<file path="src/rtl/mem_port_arbiter.sv">
// mem_port_arbiter: shares one RAM port between IF and LS, LS first, with a starvation guard for IF
module mem_port_arbiter #(
  parameter int ADDR_W     = 32,
  parameter int DATA_W     = 32,
  parameter int RD_LAT     = 1,
  parameter int STARVE_MAX = 4
) (
  input  logic                clk,
  input  logic                reset_n,
  input  logic                if_req_valid,
  input  logic [ADDR_W-1:0]   if_req_addr,
  output logic                if_req_ready,
  output logic                if_rsp_valid,
  output logic [DATA_W-1:0]   if_rsp_data,
  input  logic                ls_req_valid,
  input  logic                ls_req_we,
  input  logic [ADDR_W-1:0]   ls_req_addr,
  input  logic [DATA_W-1:0]   ls_req_wdata,
  input  logic [DATA_W/8-1:0] ls_req_wstrb,
  output logic                ls_req_ready,
  output logic                ls_rsp_valid,
  output logic [DATA_W-1:0]   ls_rsp_data,
  output logic                mem_en,
  output logic                mem_we,
  output logic [ADDR_W-1:0]   mem_addr,
  output logic [DATA_W-1:0]   mem_wdata,
  output logic [DATA_W/8-1:0] mem_wstrb,
  input  logic [DATA_W-1:0]   mem_rdata,
  output logic                busy
);
  localparam int CW = $clog2(STARVE_MAX + 1);
  typedef enum logic [1:0] {IDLE, ISSUE, WAIT} state_t;
  typedef enum logic {OWN_IF, OWN_LS} owner_t;
  state_t        state;
  owner_t        owner;
  logic [3:0]    lat_cnt;
  logic [CW-1:0] starve_cnt;
  logic          grant_ls, grant_if;
  always_comb begin
    grant_ls = state == IDLE && ls_req_valid && !(if_req_valid && starve_cnt == CW'(STARVE_MAX));
    grant_if = state == IDLE && if_req_valid && !grant_ls;
  end
  assign ls_req_ready = grant_ls;
  assign if_req_ready = grant_if;
  assign busy         = state != IDLE;
  always_ff @(posedge clk) begin
    if (!reset_n) begin
      state        <= IDLE;
      owner        <= OWN_IF;
      lat_cnt      <= '0;
      starve_cnt   <= '0;
      mem_en       <= 1'b0;
      mem_we       <= 1'b0;
      mem_addr     <= '0;
      mem_wdata    <= '0;
      mem_wstrb    <= '0;
      if_rsp_valid <= 1'b0;
      ls_rsp_valid <= 1'b0;
      if_rsp_data  <= '0;
      ls_rsp_data  <= '0;
    end else begin
      mem_en       <= 1'b0;
      if_rsp_valid <= 1'b0;
      ls_rsp_valid <= 1'b0;
      // counts LS wins only while IF is actually waiting
      starve_cnt   <= (!if_req_valid || grant_if) ? '0 :
                      (grant_ls && starve_cnt != CW'(STARVE_MAX)) ? starve_cnt + 1'b1 : starve_cnt;
      case (state)
        IDLE: if (grant_ls || grant_if) begin
          state     <= ISSUE;
          mem_en    <= 1'b1;
          owner     <= grant_ls ? OWN_LS : OWN_IF;
          mem_addr  <= grant_ls ? ls_req_addr : if_req_addr;
          mem_we    <= grant_ls && ls_req_we;
          mem_wstrb <= (grant_ls && ls_req_we) ? ls_req_wstrb : '0;
          if (grant_ls && ls_req_we) mem_wdata <= ls_req_wdata;
        end
        ISSUE: begin
          state   <= WAIT;
          lat_cnt <= 4'(RD_LAT - 1);
        end
        WAIT: if (lat_cnt == '0) begin
          state <= IDLE;
          if (owner == OWN_LS) begin
            ls_rsp_valid <= 1'b1;
            ls_rsp_data  <= mem_we ? '0 : mem_rdata;
          end else begin
            if_rsp_valid <= 1'b1;
            if_rsp_data  <= mem_rdata;
          end
        end else lat_cnt <= lat_cnt - 1'b1;
        default: state <= IDLE;
      endcase
    end
  end
endmodule

</file>
<file path="config.mk">
export PLATFORM = sky130hd
export DESIGN_NAME = mem_port_arbiter
export DESIGN_NICKNAME = d
export VERILOG_FILES = /design/src/rtl/mem_port_arbiter.sv
export SDC_FILE = /design/constraint.sdc
export NUM_CORES = 1
export LEC_CHECK = 0
export CORE_UTILIZATION = 30
export CTS_CLUSTER_SIZE = 28
export DETAILED_ROUTE_END_ITERATION = 8
export PLACE_DENSITY = 0.68
export SLEW_MARGIN = 20
export SYNTH_ARGS = -nofsm -noshare
export SYNTH_HDL_FRONTEND = slang
export SYNTH_SLANG_ARGS = --single-unit
</file>
<file path="constraint.sdc">
create_clock -name clk -period 1.9 [get_ports clk]
set_clock_uncertainty 0.05 [all_clocks]
set_input_delay 0.285 -clock clk [delete_from_list [all_inputs] [get_ports clk]]
set_output_delay 0.285 -clock clk [all_outputs]
set_load 0.05 [all_outputs]
</file>
==> results, run 1 <==
- The flow ran to the end, and the final reports show no timing, DRC or antenna violations.
- The floorplan step defined a core boundary enclosing between 20000 and 25000 um^2.
- The count of antenna-violating nets left after detailed routing is 0.
- The cell area power density is 813.1 nW/um^2.
- STA classifies the critical path endpoint as a primary output.
- The floorplan has 53 rows.
- For the finished layout, the period the worst path requires is around 1.8 ns.
- The synthesized netlist contains 39 unique library cells.
- In this run the worst hold path is classified as in -> reg.
- For the worst setup path, the data arrival time is ~1.5 ns.
- The mapped netlist covers 6514 um^2.
- met2 is the most crowded layer.
- Excluding fillers, the count of instances in the completed layout stands at 1284.
- At the later pin of the worst-skew pair, clock insertion delay measures between 0.4 and 0.5 ns.
- The number of nets produced by synthesis is just under 900.
- The number of synthesized register bits is 146.
- The pin count of the biggest net entering global routing is between 100 and 150.
- Summing internal, switching and leakage power gives around 8300 uW.
- The register share of total power is around two fifths.
- The root buffer cell chosen for the clock tree is sky130_fd_sc_hd__clkbuf_16.
- The final worst hold slack is ~0.29 ns.
- The library cells used most frequently in the layout, excluding fill and tap cells, are sky130_fd_sc_hd__nand2_1 (228), sky130_fd_sc_hd__dfxtp_1 (142), sky130_fd_sc_hd__clkdlybuf4s50_1 (134).
- The worst slew margin relative to its limit is 64.90%.
- Traced cell by cell, the critical path runs through inv_2, ha_4, nand2_4, a211oi_4, buf_12.
- The stage delay of the slowest cell on the critical path is 0.32 ns.
- Static timing analysis puts the maximum clock frequency at roughly 0.54 GHz.
- Summed over all layers, the global routing overflow is 0.
- At the pin with the least slew margin, the transition time is ~0.53 ns.
- The clock-pin slew of the registers on the worst-case setup and hold paths is roughly 0.07 ns.
- Yosys printed 0 warnings.
- The combinational share of power is roughly a fifth.
- The number of global-route vias before repair is slightly below 6k.
- Synthesis handed over a netlist of 740 instances.
- The violation count after the first detailed-route iteration is approximately 250.
- The final wirelength is roughly 20000 um.
- The net switching power is 2561 uW.
- In this run, placement finished with an instance count of between 1k and 1.5k.
- The kind of start point of the critical path is a register.
- Setup violations remaining at the end of the flow were counted as 0.
- TritonCTS built the clock tree.
- The clock sink total is approximately 150.
- In the finished design, the share of the clock period the worst path needs comes to between 90% and 100%.
- The initial core utilization is between 30% and 40%.
- The floorplan die area is 22310 um^2.
- Setup repair after global routing could not meet its margin everywhere.
- For this design the top-level I/O count stands at 276.
- The initial antenna violation count was 0.
- The top cell type by total area after synthesis is sky130_fd_sc_hd__dfxtp_1.
- The longest clock path from root to sink contains 2 buffers.
- Before antenna repair, the detailed router went through 5 iterations.
- The width of the chip is 149.4 um.
- The class of the most critical setup path is reg -> out.
- For the worst setup path, the data required time is approximately 1.6 ns.
- The critical-path maximum fanout is 3.
- Of the total power, the share spent switching nets is 30.86%.
- The share of synthesized area in the top cell type comes to between 40% and 50%.
- The half-perimeter wire length after placement is around 13000 um.
- The area growth from synthesis to layout is 56.70%.
- The routability-driven placement congestion ratio is slightly below 0.8.
- From bottom edge to top edge, the die measures around 150 um.
- The number of remaining DRC errors is 0.
- The global-route wire length before repair is ~31000 um.
- The most common library cell in the layout ignoring fill and taps is sky130_fd_sc_hd__nand2_1.
- Cell internal power was estimated by the tool at approximately 5700 uW.
- The met3 global-route usage is between 5 and 6%.
- The average instance in the mapped netlist occupies just under 9 um^2.
- The number of antenna diodes is 0.
- The count of final hold-check violations was 0.
- The global-route met2 utilization is between 20 and 30%.
- The routed via count divided by cell count is between 4 and 5.
- Across the run, the number of max-cap violations was 0.
- By area the synthesized netlist is led by sky130_fd_sc_hd__dfxtp_1 (45%), sky130_fd_sc_hd__mux2i_1 (15%), sky130_fd_sc_hd__nand2_1 (13%).
- The clock network burns between 30% and 40% of the power.
- After the last flow step, the layout net total stands at about 1.1k.
- The count of buffers added on input and output ports is ~280.
- For this design, the slowest cell found on the critical path is sky130_fd_sc_hd__dfxtp_2.
- For this design the static power due to leakage is 0.004475 uW.
- The number of vias after detailed routing is 6170.
- The share of final-layout standard cells stronger than drive strength 1 is 11.79%.
- The total count of max-transition violations in the final report came to 0.
- The worst vdd rail ir drop is 0.4821 mV.
- The global-route track usage on met1 is between 20 and 25%.
- The total global routing track utilization is between 10% and 20%.
- The average wire length per cell after detail routing is about 15 um.
- The CTS buffer count is 17.
- The core utilization of the finished layout is between 40% and 50%.
- The H-tree was split into 4 levels.
- The share of the yosys chip area belonging to registers is approximately 45%.
[synthesized netlist by cell type]
cell type / number
sky130_fd_sc_hd__o21ai_0: 2
sky130_fd_sc_hd__or4_1: 1
sky130_fd_sc_hd__buf_6: 2
sky130_fd_sc_hd__and3_1: 2
sky130_fd_sc_hd__nor2b_1: 5
sky130_fd_sc_hd__and2_1: 4
sky130_fd_sc_hd__a21oi_1: 5
sky130_fd_sc_hd__nand4_1: 1
sky130_fd_sc_hd__a211oi_1: 1
sky130_fd_sc_hd__nand4bb_1: 1
sky130_fd_sc_hd__nor3b_1: 4
sky130_fd_sc_hd__clkbuf_1: 50
sky130_fd_sc_hd__o21a_1: 3
sky130_fd_sc_hd__a221o_1: 32
sky130_fd_sc_hd__ha_1: 3
sky130_fd_sc_hd__nand4b_1: 1
sky130_fd_sc_hd__a31oi_1: 1
sky130_fd_sc_hd__mux2i_1: 96
sky130_fd_sc_hd__nand2b_1: 2
sky130_fd_sc_hd__or2_1: 1
sky130_fd_sc_hd__a21o_1: 1
sky130_fd_sc_hd__a32o_1: 4
sky130_fd_sc_hd__a2bb2oi_1: 1
sky130_fd_sc_hd__nand2_1: 229
sky130_fd_sc_hd__a2111oi_0: 32
sky130_fd_sc_hd__buf_1: 4
sky130_fd_sc_hd__o22ai_1: 2
sky130_fd_sc_hd__nand3b_1: 33
sky130_fd_sc_hd__inv_1: 6
sky130_fd_sc_hd__nor2_1: 3
sky130_fd_sc_hd__nor3_2: 1
sky130_fd_sc_hd__nor3_1: 33
sky130_fd_sc_hd__a22o_1: 1
sky130_fd_sc_hd__a32oi_1: 1
sky130_fd_sc_hd__dfxtp_1: 146
sky130_fd_sc_hd__nand3_1: 5
sky130_fd_sc_hd__buf_2: 19
sky130_fd_sc_hd__nor3b_2: 1
sky130_fd_sc_hd__or3b_2: 1
[worst paths after layout]
kind                                      start               to  slack [ns]  cells after the start
worst max register to register       lat_cnt[1]  ls_rsp_data[27]        0.18                      6
worst min register to register  if_rsp_data[19]  if_rsp_data[19]        0.40                      2
worst max-delay path              starve_cnt[0]     if_req_ready        0.05                      5
worst min-delay path               ls_req_valid         state[0]        0.29                      3
[metal layers]
layer / vias to the layer above / part of all wire, %
met5: - / 0
met4: 0 / 0.91
met3: 12 / 7.7
met2: 201 / 47
met1: 2845 / 44
li1: 3112 / -
[power by group through the flow]
stage / logic (uW) / clock network, uW / registers, uW
after detailed placement: 1770 / 0 / 3350
after CTS: 1730 / 3390 / 3290
after global placement: 1760 / 0 / 3360
after global routing: 1830 / 3520 / 3300
after floorplan: 552 / 0 / 3820
final: 1720 / 3290 / 3290
[sequential cells by signal, indices dropped and copies added (netlist names), 2 cells and up]
name	count
mem_wdata	32
mem_addr	32
state	2
ls_rsp_data	32
starve_cnt	3
lat_cnt	4
mem_wstrb	4
if_rsp_data	32
[through the flow]
step           area [um^2]  TNS (ns)  setup slack, ns
5_1_grt              10210  -0.03061         -0.03061
3_3_place_gp          9625   -0.4724         -0.01962
4_1_cts              10140         0         0.001734
3_5_place_dp          9625    -1.202         -0.05492
6_report             10210         0          0.05434
2_1_floorplan         6530         0           0.1028
[critical path: cells and delay by family, from the launching register on]
family / cells / cell delay [ns]
AOI/OAI and AO/OA: 1 / 0.28
DFF: 1 / 0.32
adders and majority gates: 1 / 0.18
and+or+nand+nor: 1 / 0.07
buffers and inverters: 2 / 0.24
[what timing repair did]
item                                    CTS  global route
endpoints found under the setup margin  111            48
hold buffers                              0             0
pin swaps                                 3             5
endpoints found under the hold margin     0             0
setup buffers                             3             7
resized for setup                       124            10
[final cells by class]
class	instances	area [um^2]
Tap cell	275	344.1
Inverter	6	22.52
Fill cell	2036	10950
Multi-Input combinational cell	513	3353
Clock inverter	15	147.6
Sequential cell	146	2930
Clock buffer	17	425.4
Timing Repair Buffer	312	2984
[cells by family after synthesis]
kind of cell	after synthesis	synth area share, %
buffers and inverters	81	5.263
adder cells (fa/ha/maj)	3	0.5763
flip-flops	146	44.87
AND/OR/NAND/NOR	328	22.90
AO/OA/AOI/OAI	86	11.64
multiplexers	96	14.75
No activity file was read; power rests on OpenSTA's default activity.
==> run 2, diff against run 1 <==
Settings changed: CORE_MARGIN from default to 2, CTS_CLUSTER_DIAMETER from default to 30.
==> results, run 2 (same netlist as run 1, synthesis figures left out) <==
- The final-report setup violation count came to 0 (unchanged).
- The required time of the critical path was 1.56 ns (about the same).
- In this run the most used layer during global routing was met2.
- The root buffer selected by CTS is sky130_fd_sc_hd__clkbuf_16.
- The stage delay of the slowest cell on the critical path is 0.34 ns (+0.02 ns).
- The half-perimeter wire length after placement is 13670 um (+2.5%).
- The floorplan core area is 21150 um^2 (unchanged).
- The final wirelength is 19970 um (+1.5%).
- The final critical-path share of the clock period is 98.02% (+0.88 points).
- The floorplan die area is 22910 um^2 (+2.7%).
- The worst vdd rail ir drop came to 0.5034 mV (+4.4%).
- The type of the worst min-delay path is in -> reg.
- The flow ran to the end, and the final reports show no timing, DRC or antenna violations.
- The met3 global-route usage is 5.602% (-0.36 points).
- The data arrival time at the worst-slack endpoint came to 1.53 ns (+0.02 ns).
- The routability-driven placement congestion ratio is 0.8057 (+4.1%).
- The remaining global-route overflow came to 0 (unchanged).
- The core utilization of the finished layout is 48.95% (+0.70 points).
- Leaving out fill and tap cells, the most frequent cell in the layout is sky130_fd_sc_hd__nand2_1.
- The kind of start point of the critical path is a register.
- The number of global-route vias before repair is 5931 (+1.3%).
- Leaving out fill and tap cells, the most frequent cells in the layout are sky130_fd_sc_hd__nand2_1 (228), sky130_fd_sc_hd__dfxtp_1 (143), sky130_fd_sc_hd__clkdlybuf4s50_1 (134).
- The total count of max-transition violations in the final report was 0 (unchanged).
- The achievable clock frequency was 0.5370 GHz (-0.90%).
- The actual transition at the worst max-transition pin came to 0.5264 ns (-0.002196 ns).
- The number of buffers inserted by port buffering is 275 (unchanged).
- The max-cap violation count was 0 (unchanged).
- The number of antenna diodes is 0 (unchanged).
- The combined buffer and inverter count along the critical path was 2 (unchanged).
- The latest clock arrival within the worst-skew pair is 0.42 ns (about the same).
- The clock-pin slew of the registers on the worst-case setup and hold paths was 0.07 ns (about the same).
- TritonCTS built the clock tree.
- The cell type group with the largest total delay on the critical path is flip-flops.
- The hold buffer count at cts is 0 (unchanged).
- The count of final hold-check violations came to 0 (unchanged).
- The count of antenna-violating nets left after detailed routing came to 0 (unchanged).
- The top-level port count is 276 (unchanged).
- The overall power of the completed layout came to 8523 uW (+2.7%).
- On the critical path, the stage with the largest delay is an instance of sky130_fd_sc_hd__dfxtp_2.
- The global-route track usage on met1 is 20.27% (-1.2 points).
- The H-tree depth reported by CTS came to 4 (unchanged).
- The class of the most critical setup path is reg -> out.
- The cell area power density is 823.1 nW/um^2 (+1.2%).
- The global-route met2 utilization is 27.60% (-0.92 points).
- The maximum number of buffers from clock root to sink is 2 (unchanged).
- The average wire length per cell after detail routing is 15.53 um (+1.3%).
- The clock sink total is 146 (unchanged).
- The time the final worst path needs with I/O delays and setup is 1.862 ns (+0.01668 ns).
- The global-route wire length before repair is 30440 um (-1.2%).
- The kind of end point of the critical path is a primary output.
- The leakage power summed over all cells was 0.004736 uW (+5.8%).
- The count of nets after finishing is 1138 (+0.18%).
- The routed via count divided by cell count is 4.790 (-0.32%).
- The number of remaining DRC errors is 0 (unchanged).
- The floorplan die height is 151.4 um (+1.3%).
- The area growth from synthesis to layout is 58.97%.
- The pin count of the biggest net entering global routing is 85 (-27%).
- The critical-path maximum fanout was 3 (unchanged).
- The detailed-router iteration count before antenna repair is 4 (-1).
- The number of vias after detailed routing is 6160 (-0.16%).
- Setup repair after global routing could not meet its margin everywhere.
- The CTS buffer count came to 17 (unchanged).
- The initial antenna violation count is 0 (unchanged).
- The total global routing track utilization is 16.75% (-0.75 points).
- The violation count after the first detailed-route iteration came to 281 (+12%).
- Walking the worst path, the cells encountered are inv_2, ha_4, nand2_4, a211oi_4, buf_12.
- The worst slew margin relative to its limit is 64.00% (-0.90 points).
- The width of the chip is 151.4 um (+1.3%).
- The share of final-layout standard cells stronger than drive strength 1 is 12.07% (+0.27 points).
- The initial core utilization came to 30.79% (unchanged).
- The floorplan row count is 53 (unchanged).
==> run 2: cell count changes in the layout (fill, tap and decap cells not counted), sizes merged <==
cell          change
buf               +3
clkbuf            +2
dlygate4sd2      -18
inv               -4
clkinvlp          -2
dlymetal6s2s     +16
bufinv            +2
clkinv            +3
==> run 2: final cells by class <==
cell class | count | area, um^2
fill | 1997 | 10800
multi-input combinational | 513 | 3353
timing repair buffer | 314 | 3089
sequential | 146 | 2929
clock buffer | 18 | 439.2
tap | 275 | 344.1
clock inverter | 14 | 177.7
inverter | 6 | 22.52
==> run 2: power by group <==
group / leakage (uW) / internal, uW / switching, uW
logic: 0.00325 / 710 / 1030
registers: 0.00119 / 3210 / 79.0
clock network: 0.000302 / 2120 / 1380
==> run 2: final timing paths <==
check                        from               to  cells after the start  slack [ns]
setup reg to reg       lat_cnt[1]   ls_rsp_data[0]                      7        0.15
hold reg to reg   if_rsp_data[24]  if_rsp_data[24]                      2        0.40
setup / recovery    starve_cnt[0]     if_req_ready                      5        0.04
hold / removal            reset_n           mem_en                      2        0.35
==> run 2: worst reg2reg max path, cell delays in order (launching register included) <==
cell and delay, ns:
sky130_fd_sc_hd__dfxtp_1 0.34, sky130_fd_sc_hd__inv_1 0.09, sky130_fd_sc_hd__ha_2 0.25, sky130_fd_sc_hd__nand4bb_4 0.16, sky130_fd_sc_hd__nor3b_4 0.21, sky130_fd_sc_hd__buf_4 0.16, sky130_fd_sc_hd__buf_8 0.21, sky130_fd_sc_hd__mux2i_1 0.21
==> run 2: per-layer routing <==
metal	routed length [um]	share of wire [%]	up-vias
met2	9534	48	208
met4	336	1.7	0
met5	0	0	-
li1	-	-	3104
met1	8636	43	2826
met3	1465	7.3	22
==> run 2: what timing repair did <==
item	in CTS	in global routing
setup buffers	1	6
pin swaps	5	6
resized for setup	108	27
setup endpoints to repair	91	57
cloned	0	1
==> run 2: stage by stage <==
| step | setup slack [ns] | TNS [ns] | cells | hold slack (ns) | instance area [um^2] |
|---|---|---|---|---|---|
| 2_1_floorplan | 0.1028 | 0 | 740 | 0.3607 | 6530 |
| 3_3_place_gp | -0.05935 | -0.06725 | 1248 | 0.3920 | 9663 |
| 3_5_place_dp | -0.04819 | -1.627 | 1248 | 0.3968 | 9663 |
| 4_1_cts | 0.0006856 | 0 | 1281 | 0.3379 | 10240 |
| 5_1_grt | -0.01887 | -0.01887 | 1286 | 0.3586 | 10350 |
| 6_report | 0.03766 | 0 | 1286 | 0.3549 | 10350 |
==> run 3, diff against run 2 <==
Settings changed: SETUP_SLACK_MARGIN from default to 0.5.
==> results, run 3 (same netlist as run 1, synthesis figures left out) <==
- The pin count of the biggest net entering global routing is 104 (+22%).
- The half-perimeter wire length after placement was 13540 um (-0.99%).
- The length of routed met2 wiring came to 11220 um (+18%).
- The floorplan core area is 21150 um^2 (unchanged).
- The count of nets after finishing is 1180 (+3.7%).
- The floorplan die height came to 151.4 um (unchanged).
- The number of global-route vias before repair is 6050 (+2.0%).
- The area growth from synthesis to layout is 67.71%.
- The data arrival time at the worst-slack endpoint was 1.48 ns (-0.05 ns).
- The achievable clock frequency was 0.5497 GHz (+2.4%).
- The class of the most critical setup path is reg -> out.
- The initial antenna violation count came to 0 (unchanged).
- The total global routing track utilization was 19.15% (+2.4 points).
- The total met3 wirelength after detailed routing is 1941 um (+32%).
- The core utilization of the finished layout is 51.64% (+2.7 points).
- The CTS tree is done.
- The latest clock arrival within the worst-skew pair is 0.42 ns (about the same).
- The final critical-path share of the clock period came to 95.74% (-2.3 points).
- The final-report setup violation count was 0 (unchanged).
- The filler cell count in the final layout was 1950 (-2.4%).
- After detailed routing, no signal wire sits above met4.
- The top cell types in the final layout, fill and taps aside, are sky130_fd_sc_hd__nand2_1 (228), sky130_fd_sc_hd__dfxtp_1 (139), sky130_fd_sc_hd__clkdlybuf4s50_1 (133).
- The average wire length per cell after detail routing came to 17.68 um (+14%).
- The setup slack of the critical path after layout is 0.08085 ns (+0.04319 ns).
- The remaining global-route overflow came to 0 (unchanged).
- The worst hold path belongs to the class in -> reg.
- The root buffer selected by CTS is sky130_fd_sc_hd__clkbuf_16.
- The kind of end point of the critical path is a primary output.
- The number of buffers inserted by port buffering is 275 (unchanged).
- The routed via count divided by cell count is 4.894 (+2.2%).
- The pre-CTS setup slack is -0.1366 ns (-0.08839 ns).
- The clock sink total is 146 (unchanged).
- The actual transition at the worst max-transition pin is 0.4820 ns (-0.04439 ns).
- The count of antenna-violating nets left after detailed routing is 0 (unchanged).
- The initial core utilization was 30.79% (unchanged).
- The maximum number of buffers from clock root to sink came to 2 (unchanged).
- The CTS buffer count is 17 (unchanged).
- The detailed-routing wirelength on met1 is 9848 um (+14%).
- The violation count after the first detailed-route iteration came to 430 (+53%).
- The top-level port count is 276 (unchanged).
- The width of the chip is 151.4 um (unchanged).
- The number of remaining DRC errors is 0 (unchanged).
- The critical-path maximum fanout is 3 (unchanged).
- The total count of max-transition violations in the final report is 0 (unchanged).
- The worst-path cell with the longest stage delay is sky130_fd_sc_hd__dfxtp_2.
- The run finished with clean final reports.
- The number of vias after detailed routing is 6499 (+5.5%).
- The H-tree depth reported by CTS was 4 (unchanged).
- The worst slew margin relative to its limit is 67.03% (+3.0 points).
- The critical path goes through inv_2, ha_4, nand2_4, a211oi_4, buf_12.
- Setup repair after global routing could not meet its margin everywhere.
- The floorplan row count is 53 (unchanged).
- The clock-pin slew of the registers on the worst-case setup and hold paths is 0.07 ns (about the same).
- The number of antenna diodes was 0 (unchanged).
- The detailed-router iteration count before antenna repair came to 4 (unchanged).
- The cell area power density is 782.3 nW/um^2 (-5.0%).
- The required time of the critical path is 1.56 ns (about the same).
- The leakage power summed over all cells was 0.004571 uW (-3.5%).
- The hold buffer count at cts is 0 (unchanged).
- The setup slack of the most critical reg-to-reg path is 0.11 ns (-0.04 ns).
- The share of final-layout standard cells stronger than drive strength 1 is 27.92% (+16 points).
- The time the final worst path needs with I/O delays and setup is 1.819 ns (-0.04319 ns).
- The combined buffer and inverter count along the critical path is 2 (unchanged).
- The kind of cell with the highest combined delay along the critical path is flip-flops.
- The worst vdd rail ir drop is 0.4660 mV (-7.4%).
- The floorplan die area is 22910 um^2 (unchanged).
- The library cell used most frequently in the layout, excluding fill and tap cells, is sky130_fd_sc_hd__nand2_1.
- The final wirelength is 23480 um (+18%).
- The count of final hold-check violations is 0 (unchanged).
- The max-cap violation count is 0 (unchanged).
- The worst setup path is launched from a register.
- The global-route wire length before repair came to 33710 um (+11%).
- The stage delay of the slowest cell on the critical path came to 0.33 ns (about the same).
- The routability-driven placement congestion ratio is 0.7837 (-2.7%).
## run 3: worst paths after layout
kind                   startpoint               to  cells past startpoint
hold / removal            reset_n           mem_en                      2
setup reg to reg         state[0]      mem_addr[3]                      5
setup / recovery    starve_cnt[0]     if_req_ready                      5
hold reg to reg   if_rsp_data[26]  if_rsp_data[26]                      2
## run 3: where the power goes
group          total (uW)  internal (uW)  switching [uW]  leakage [uW]
logic                2080            935            1150       0.00312
clock network        3170           1700            1470      0.000257
registers            3290           3200            86.5       0.00119
total                8550           5840            2710       0.00457
## run 3: worst reg2reg max path: cells and delay by family, from the launching register on
kind,cells,cell delay [ns]
flip-flops,1,0.36
buffers and inverters,2,0.43
AO/OA/AOI/OAI,2,0.60
AND/OR/NAND/NOR,1,0.29
## run 3: layout make-up
type,count,area [um^2],share of cell area (%)
clock inverter,15,122.6,1.122
clock buffer,17,425.4,3.894
tap,275,344.1,3.150
sequential,146,2942,26.93
multi-input combinational,513,3486,31.91
inverter,6,22.52,0.2062
timing repair buffer,356,3582,32.79
## run 3: metal layers
metal / vias to the layer above / global-route usage, %
met1: 3023 / 24.36
li1: 3204 / -
met2: 243 / 30.57
met5: - / 0
met3: 29 / 6.627
met4: 0 / 5.841
## run 3: repair_timing
item                                   CTS  global route
endpoints found under the hold margin    0             0
setup buffers                           25             9
gates cloned                            14             7
pin swaps                               14            12
gates resized for setup                609            67
setup endpoints to repair              250           190
## run 3: per-stage QoR
stage	area (um^2)	TNS, ns	power [uW]	cells	hold slack [ns]
after detailed placement	9671	-6.952	5142	1241	0.3968
after global routing	10920	0	8878	1328	0.3236
after CTS	10480	0	8460	1312	0.2895
final	10920	0	8546	1328	0.3158
after global placement	9671	-3.344	5130	1241	0.3917
after floorplan	6705	0	4419	740	0.3607
